--- src/rtl/latch_bank_loader.sv ---
// Serial-to-parallel loader that frames writes and clears for a bank of enable-gated latches.
// Optional even-parity check on each word is compiled in when PARITY_CHECK_EN is defined.
module latch_bank_loader #(
  parameter int WIDTH     = 8,
  parameter int EN_CYCLES = 2,
  parameter int MSB_FIRST = 1
) (
  input  logic             clk,
  input  logic             rst,
  input  logic             s_valid,
  input  logic             s_bit,
  output logic             s_ready,
  input  logic             clr_req,
  output logic [WIDTH-1:0] lat_d,
  output logic             lat_en,
  output logic             lat_rst,
  output logic             busy,
  output logic             done,
  output logic             err
);

`ifdef PARITY_CHECK_EN
  localparam int NBITS = WIDTH + 1;
`else
  localparam int NBITS = WIDTH;
`endif
  localparam int CW = $clog2(NBITS + 1);
  localparam int EW = $clog2(EN_CYCLES + 1);
  localparam logic [CW-1:0] LAST_CNT = CW'(NBITS - 1);
  localparam logic [EW-1:0] EN_LAST  = EW'(EN_CYCLES - 1);

  typedef enum logic [2:0] {
    ST_IDLE   = 3'd0,
    ST_SHIFT  = 3'd1,
    ST_SETUP  = 3'd2,
    ST_ENABLE = 3'd3,
    ST_CLEAR  = 3'd4,
    ST_HOLD   = 3'd5
  } state_t;

  state_t           state_q, state_d;
  logic [CW-1:0]    cnt_q, cnt_d;
  logic [EW-1:0]    cyc_q, cyc_d;
  logic [WIDTH-1:0] word_q, word_d;
  logic [WIDTH-1:0] lat_d_q, lat_d_d;
  logic             lat_en_q, lat_rst_q, busy_q, done_q, err_q;
  logic             err_d;
  logic             accept_s;
  logic [WIDTH-1:0] shifted_s;

  // Ready only while collecting bits; a pending clear blocks acceptance.
  assign s_ready  = ((state_q == ST_IDLE) || (state_q == ST_SHIFT)) && !clr_req;
  assign accept_s = s_valid && s_ready;

  generate
    if (WIDTH == 1) begin : g_w1
      assign shifted_s = s_bit;
    end else if (MSB_FIRST != 0) begin : g_msb
      assign shifted_s = {word_q[WIDTH-2:0], s_bit};
    end else begin : g_lsb
      assign shifted_s = {s_bit, word_q[WIDTH-1:1]};
    end
  endgenerate

  // Next-state, bit assembly and latch data selection.
  always_comb begin
    state_d = state_q;
    cnt_d   = cnt_q;
    cyc_d   = cyc_q;
    word_d  = word_q;
    lat_d_d = lat_d_q;
    err_d   = 1'b0;
    case (state_q)
      ST_IDLE, ST_SHIFT: begin
        if (clr_req) begin
          state_d = ST_CLEAR;
          cnt_d   = '0;
          cyc_d   = '0;
          lat_d_d = '0;
        end else if (accept_s) begin
          if (cnt_q == LAST_CNT) begin
            cnt_d = '0;
            cyc_d = '0;
`ifdef PARITY_CHECK_EN
            // The final bit is the parity bit and is not shifted into the word.
            if ((^word_q ^ s_bit) == 1'b0) begin
              state_d = ST_SETUP;
              lat_d_d = word_q;
            end else begin
              state_d = ST_IDLE;
              err_d   = 1'b1;
            end
`else
            word_d  = shifted_s;
            lat_d_d = shifted_s;
            state_d = ST_SETUP;
`endif
          end else begin
            word_d  = shifted_s;
            cnt_d   = cnt_q + 1'b1;
            state_d = ST_SHIFT;
          end
        end else begin
          state_d = state_q;
        end
      end
      ST_SETUP: begin
        state_d = ST_ENABLE;
        cyc_d   = '0;
      end
      ST_ENABLE, ST_CLEAR: begin
        if (cyc_q == EN_LAST) begin
          state_d = ST_HOLD;
          cyc_d   = '0;
        end else begin
          cyc_d = cyc_q + 1'b1;
        end
      end
      ST_HOLD: begin
        state_d = ST_IDLE;
      end
      default: begin
        state_d = ST_IDLE;
        cnt_d   = '0;
        cyc_d   = '0;
      end
    endcase
  end

  // State and registered outputs; outputs are decoded from the next state.
  always_ff @(posedge clk) begin
    if (rst) begin
      state_q   <= ST_IDLE;
      cnt_q     <= '0;
      cyc_q     <= '0;
      word_q    <= '0;
      lat_d_q   <= '0;
      lat_en_q  <= 1'b0;
      lat_rst_q <= 1'b0;
      busy_q    <= 1'b0;
      done_q    <= 1'b0;
      err_q     <= 1'b0;
    end else begin
      state_q   <= state_d;
      cnt_q     <= cnt_d;
      cyc_q     <= cyc_d;
      word_q    <= word_d;
      lat_d_q   <= lat_d_d;
      lat_en_q  <= (state_d == ST_ENABLE) || (state_d == ST_CLEAR);
      lat_rst_q <= (state_d == ST_CLEAR);
      busy_q    <= (state_d != ST_IDLE);
      done_q    <= (state_d == ST_HOLD);
      err_q     <= err_d;
    end
  end

  assign lat_d   = lat_d_q;
  assign lat_en  = lat_en_q;
  assign lat_rst = lat_rst_q;
  assign busy    = busy_q;
  assign done    = done_q;
  assign err     = err_q;

endmodule
--- config.mk ---
export PLATFORM = sky130hd
export DESIGN_NAME = latch_bank_loader
export DESIGN_NICKNAME = d
export VERILOG_FILES = /design/src/rtl/latch_bank_loader.sv
export SDC_FILE = /design/constraint.sdc
export NUM_CORES = 1
export LEC_CHECK = 0
export ABC_CLOCK_PERIOD_IN_PS = 2550
export CAP_MARGIN = 20
export CORE_MARGIN = 3
export CORE_UTILIZATION = 42
export CTS_CLUSTER_SIZE = 25
export DETAILED_ROUTE_END_ITERATION = 10
export PLACE_DENSITY = 0.65
export SLEW_MARGIN = 20
export SYNTH_ARGS = -nofsm -noshare
export SYNTH_HDL_FRONTEND = slang
export SYNTH_SLANG_ARGS = --single-unit
--- constraint.sdc ---
create_clock -name clk -period 2.55 [get_ports clk]
set_clock_uncertainty 0.1 [all_clocks]
set_input_delay 0.51 -clock clk [delete_from_list [all_inputs] [get_ports clk]]
set_output_delay 0.51 -clock clk [all_outputs]
set_load 0.05 [all_outputs]
; ---- After elaboration in Yosys (flattened, before gate mapping)
; Index checks and enable logic that the tools add are counted.
[totals]
regBits = 28
latchBits = 0
mem_bits_rw = 0
mem_bits_ro = 0
out_inout_bits = 14
mem_count = 0
[classes]
addsub = 2
multipliers = 0
n_div = 0
order_cmp = 0
eq_ne = 12
n_shift = 0
n_mux = 17
bitwise = 3
reduce_logical = 16
[op_table]
columns = operator, n
row1 = 8-bit 2-to-1 mux, 3
row2 = "3-bit == test, second input constant", 4
row3 = 4-bit 2-to-1 mux, 3
row4 = 2-bit 2-to-1 mux, 5
row5 = "3-bit by 2-bit == test with 1-bit output, second input constant", 3
row6 = 3-bit 2-to-1 mux, 3
row7 = 3-bit case mux with 3 select lines, 1
row8 = 3-bit AND reduction, 3
row9 = 4-bit case mux with 2 select lines, 1
row10 = "3-bit inequality test, second input constant", 2
row11 = 2-bit case mux with 3 select lines, 1
row12 = "4-bit by 1-bit adder with 4-bit output, second input constant", 1
row13 = "4-bit by 3-bit == test with 1-bit output, second input constant", 1
row14 = 2-bit nonzero test, 2
row15 = 2-bit OR reduction, 2
row16 = 4-bit OR reduction, 1
row17 = "3-bit by 1-bit == test with 1-bit output, second input constant", 1
row18 = 3-bit zero test, 1
row19 = 1-bit NOT, 3
row20 = 3-bit nonzero test, 1
row21 = "2-bit by 1-bit adder with 2-bit output, second input constant", 1
row22 = "2-bit by 1-bit == test with 1-bit output, second input constant", 1
row23 = 1-bit logical AND, 2
row24 = 1-bit logical OR, 2
row25 = 2 further kinds, 2

; ---- Longest topological paths before layout
[depth]
word_depth = 9
depth_mapped = 6

; ---- Worst setup path after synthesis
; No wires, ideal clock.
[synth_timing]
path_kind = input-to-reg
start = input clr_req
end = register cyc_q[0]
setup_time_ps = 86
arrival_ps = 2296
required_time_ps = 2364
setup_slack_ps = 68
stages = 5
n_path_buf = 1
cell_sequence = buf_6 nor3_1 nor2b_1 a31oi_1 a211oi_1
[synth_via]
elab_chain_len = 5
[synth_rtl]
columns = item, line
row1 = from (decl), 13  ; input logic clr_req,
row2 = 1-bit zero test, 52  ; assign s_ready = ((state_q == ST_IDLE) || (state_q == ST_SHIFT)) && !clr_req;
row3 = 1-bit logical AND, 52
row4 = via s_ready, 12  ; output logic s_ready,
row5 = 1-bit logical AND, 53  ; assign accept_s = s_valid && s_ready;
row6 = 3-bit inequality test (no line), --
row7 = 3-bit AND reduction (no line), --
row8 = to (signal assigned), 146  ; cyc_q <= cyc_d;
row9 = to (decl), 43  ; logic [EW-1:0] cyc_q, cyc_d;
; The timed path passes the listed nets, and every way through them passes these cells.
; A chain may end at the register's enable or synchronous reset.

; ---- Worst setup path after layout
[layout_timing]
start = input clr_req
end = output s_ready
[layout_via]
elab_chain_len = 2
[layout_rtl]
columns = item, line
row1 = 1-bit zero test, 52
row2 = 1-bit logical AND, 52
row3 = to (decl), 12
; No other way between the ends.

==> metrics.md <==
| Metric | Value |
|---|---|
| Area share of the largest cell type after synthesis | `48.07%` |
| Buffers on Ports | `17` |
| Count of different cell masters after synthesis | `38` |
| Crit path depth | `3` |
| Core Util, Final | `54.24%` |
| Total of endpoints with negative setup slack in the final report | `0` |
| Floorplan die width | `around 60 um` |
| Storage cell area | `560.5 um2` |
| Met2 usage in global routing | `between 20% and 30%` |
| Final critical-path required period | `2.233 ns` |
| Multi-input combinational cell area | `550.5 um2` |
| Site row count | `18` |
| Worst setup path endpoint | `s_ready` |
| Post-synth net total | `between 100 and 150` |
| Run status | `completed` |
| Top post-synthesis cells by area | `sky130_fd_sc_hd__dfxtp_1 (48%), sky130_fd_sc_hd__a22o_1 (6.0%), sky130_fd_sc_hd__a21oi_1 (5.6%), sky130_fd_sc_hd__nand2_1 (5.5%), sky130_fd_sc_hd__nor2_1 (3.2%)` |
| Global Route Usage Sum | `14.32%` |
| List of cells traversed by the critical path | `clkdlybuf4s50_1 > nor3_1 > buf_12` |
| Effective utilization at floorplan | `between 40 and 50%` |
| Biggest fanout along the worst timing path | `3` |
| Number of slew-limit violations in the final report | `0` |
| Peak clock frequency supported by timing | `between 400 and 500 MHz` |
| End of the worst register-to-register path | `lat_en$_SDFF_PP0_` |
| Final weighted congestion in routability-driven placement | `0.8577` |
| Worst path buffer plus inverter count | `2` |
| Post-CTS Setup Bufs | `0` |
| Number of hold violations in the final report | `0` |
| Pin slew with the least headroom to its limit | `0.5072 ns` |
| Master cell of the clock root buffer | `sky130_fd_sc_hd__clkbuf_4` |
| Total length of routed wires | `2236 um` |
| Post-route non-filler standard cell count | `about 170` |
| Path depth of the worst reg2reg path | `5` |
| Die height | `58.69 um` |
| Portion of the post-synthesis area used by sequential elements | `between 40% and 50%` |
| Post-DR vias/cell | `5.287` |
| Max transition margin | `between 60% and 70%` |
| Number of max-cap violations | `0` |
| Met3 track demand over resource in global routing | `under 10%` |
| Start-to-end type of the worst setup path | `in2out` |
| Cts hold-fix bufs | `0` |
| Post-route cell area | `1393 um2` |
| Clock slew at reported path FFs | `0.14 ns` |
| Post-synthesis instance area | `around 1200 um2` |
| Startpoint type of the worst setup path | `input port` |
| Max VDD drop | `0.4717 mV` |
| Via count of the first global-routing pass | `837` |
| Startpoint of the worst setup timing path | `clr_req` |
| Adder-Cell Fraction of Synth Area | `1.073%` |
| Largest family of logic cells by synthesized area | `simple AND/OR/NAND/NOR gates` |
| Per-instance average area after synthesis | `approximately 9.5 um2` |
| First-pass GRT wire length | `3739 um` |
| RR Startpoint | `cnt_q[0]$_SDFFE_PP0P_` |
| Endpoint class of the critical path | `output pin` |
| Std-Cell Core Area | `2567 um2` |
| Critical path data required time | `1.94 ns` |
| Pleak | `0.5421 nW` |
| Maximum level of the CTS H-tree | `1` |
| Gate count of the mapped netlist | `123` |
| Setup slack of the worst register-to-register path | `0.76 ns` |
| Seq cells post-synth | `28` |
| Number of nets with antenna violations after detailed routing | `0` |
| Ratio of total power to cell area | `533.3 nW/um2` |
| Portion of netlist area occupied by mux cells | `0.8584%` |
| Gates resized, CTS repair | `0` |
| Largest net degree at the start of global routing | `15` |
| Worst EP arrival | `1.62 ns` |
| Simple-gate share of the synthesized area | `26.39%` |
| TritonCTS clock tree | `yes` |
| Die area | `3445 um2` |
| Top Family by Delay on Critical Path | `buffers and inverters` |
| Max Buffers Root-to-Sink | `2` |
| Max incr delay on CP | `around 0.47 ns` |
| Relative area change from synthesis to final layout | `19.42%` |
| Number of inserted filler cells in the final layout | `between 200 and 250` |
| Number of vias after detailed routing | `904` |
| Count of unresolved DRC violations after routing | `0` |
| GR Layer Usage met1 | `roughly 18%` |
| Yosys warning total | `0` |
| Antenna diode count | `0` |
| Final setup TNS | `0 ns` |
| Total number of nets in the final design | `between 100 and 150` |
| Layout cell share with drive strength beyond 1 | `roughly 11%` |
| Cts bufs inserted | `3` |
| Worst Hold Margin | `0.3722 ns` |
| RSZ-0062 raised after global routing | `false` |
| Overflow left after global routing | `0` |
| Area fraction in compound gates after synthesis | `about 19%` |
| Classification of the worst-slack hold path | `reg2reg` |
| Busiest metal layer after global routing | `met2` |
| Post-detail-place hpwl | `1609 um` |
| Period utilisation layout | `87.57%` |
| Antenna violations before repair | `0` |
| First drt pass iteration count | `4` |
| Cell type with the highest aggregate area in the netlist | `sky130_fd_sc_hd__dfxtp_1` |
| Number of sinks driven by the clock tree | `28` |
| Placed inst area | `1370 um2` |
| Average wire length per cell after detail routing | `13.08 um` |
| Latest clock arrival within the worst-skew pair | `0.32 ns` |
| First-iteration detailed-routing DRC count | `12` |
| Xor/xnor cell area share of the yosys netlist | `0%` |
| Crit-path slowest cell | `sky130_fd_sc_hd__nor3_1` |
| Total placed cells including tap cells | `168` |
| Count of boundary I/O pins | `19` |
-- per-layer routing --
| layer | wire [um] | part of all wire [%] |
|---|---|---|
| met3 | 110 | 4.9 |
| met4 | 19 | 0.85 |
| met2 | 1016 | 45 |
| met5 | 0 | 0 |
| met1 | 1090 | 49 |
-- cells in the mapped netlist, drive strengths merged --
master and instances:
o211ai 1, conb 1, or2 1, or4b 1, a22oi 1, and3b 1
nor4 2, o21a 1, nand3b 2, o21ai 2, nor4b 1, a21o 3
mux2i 1, a22o 8, nand2b 3, a211oi 2, inv 3, buf 5
clkbuf 1, ha 1, nor3b 1, and4b 1, and2 1, a31oi 1
nand4b 1, nor2 11, nand3 1, or3b 1, nand2 17, nor3 3
dfxtp 28, a21oi 13, nor2b 3
-- logic make-up (layout without fill, tap and decap cells) --
group,Yosys count,in the layout
AND/OR/NAND/NOR,51,51
other,1,1
buffers and inverters,9,27
flip-flops,28,28
multiplexers,1,1
adder cells (fa/ha/maj),1,1
AO/OA/AOI/OAI,32,32
-- worst min path at each step --
stage / cells past startpoint / to / from / slack [ns]
finish: 2 / word_q[6]$_SDFFE_PP0P_ / word_q[6]$_SDFFE_PP0P_ / 0.37
global route: 2 / word_q[2]$_SDFFE_PP0P_ / word_q[1]$_SDFFE_PP0P_ / 0.38
CTS: 2 / word_q[6]$_SDFFE_PP0P_ / word_q[6]$_SDFFE_PP0P_ / 0.37
detailed placement: 2 / word_q[6]$_SDFFE_PP0P_ / word_q[6]$_SDFFE_PP0P_ / 0.35
global placement: 2 / word_q[6]$_SDFFE_PP0P_ / word_q[6]$_SDFFE_PP0P_ / 0.34
floorplan: 2 / cyc_q[1]$_SDFFE_PP0P_ / cyc_q[1]$_SDFFE_PP0P_ / 0.33
-- worst min-delay path, delay by kind of cell (launching register included) --
| family | cells | cell delay (ns) |
|---|---|---|
| DFF | 1 | 0.34 |
| and+or+nand+nor | 1 | 0.05 |
| AOI/OAI and AO/OA | 1 | 0.05 |
-- placed cells by master, fill, tap and decap left out, drive strengths merged --
| cell type | netlist | layout |
|---|---|---|
| a211oi | 2 | 2 |
| a21o | 3 | 3 |
| a21oi | 13 | 13 |
| a22o | 8 | 8 |
| a22oi | 1 | 1 |
| a31oi | 1 | 1 |
| and2 | 1 | 1 |
| and3b | 1 | 1 |
| and4b | 1 | 1 |
| buf | 5 | 5 |
| clkbuf | 1 | 3 |
| clkdlybuf4s50 | 0 | 16 |
| conb | 1 | 1 |
| dfxtp | 28 | 28 |
| ha | 1 | 1 |
| inv | 3 | 3 |
| mux2i | 1 | 1 |
| nand2 | 17 | 17 |
| nand2b | 3 | 3 |
| nand3 | 1 | 1 |
| nand3b | 2 | 2 |
| nand4b | 1 | 1 |
| nor2 | 11 | 11 |
| nor2b | 3 | 3 |
| nor3 | 3 | 3 |
| nor3b | 1 | 1 |
| nor4 | 2 | 2 |
| nor4b | 1 | 1 |
| o211ai | 1 | 1 |
| o21a | 1 | 1 |
| o21ai | 2 | 2 |
| or2 | 1 | 1 |
| or3b | 1 | 1 |
| or4b | 1 | 1 |
-- state kept, by name, indices dropped and copies added, names as in the netlist --
| register | count |
|---|---|
| cnt_q | 4 |
| lat_rst | 1 |
| lat_d | 8 |
| lat_en | 1 |
| done | 1 |
| state_q | 3 |
| busy | 1 |
| word_q | 7 |
| cyc_q | 2 |
-- layout make-up --
cell class	count	share of cell area (%)
clock buffers	3	1.617
flip-flops and latches	28	40.25
repair buffers	21	15.09
well taps	30	2.695
multi-input cells	86	39.53
inverters	3	0.8086
-- where the power goes --
part / switching (mW) / total, mW / internal [mW]
clock network: 0.119 / 0.175 / 0.0553
logic: 0.0649 / 0.109 / 0.0437
registers: 0.0106 / 0.459 / 0.449
total: 0.195 / 0.743 / 0.548
-- through the flow --
| stage | setup WS [ns] | power, mW |
|---|---|---|
| floorplan | 0.06803 | 0.5424 |
| global placement | 0.3450 | 0.5769 |
| detailed placement | 0.3080 | 0.5780 |
| CTS | 0.2973 | 0.7502 |
| global route | 0.2111 | 0.7834 |
| finish | 0.3171 | 0.7427 |
Power figures use the tool's default switching activity.
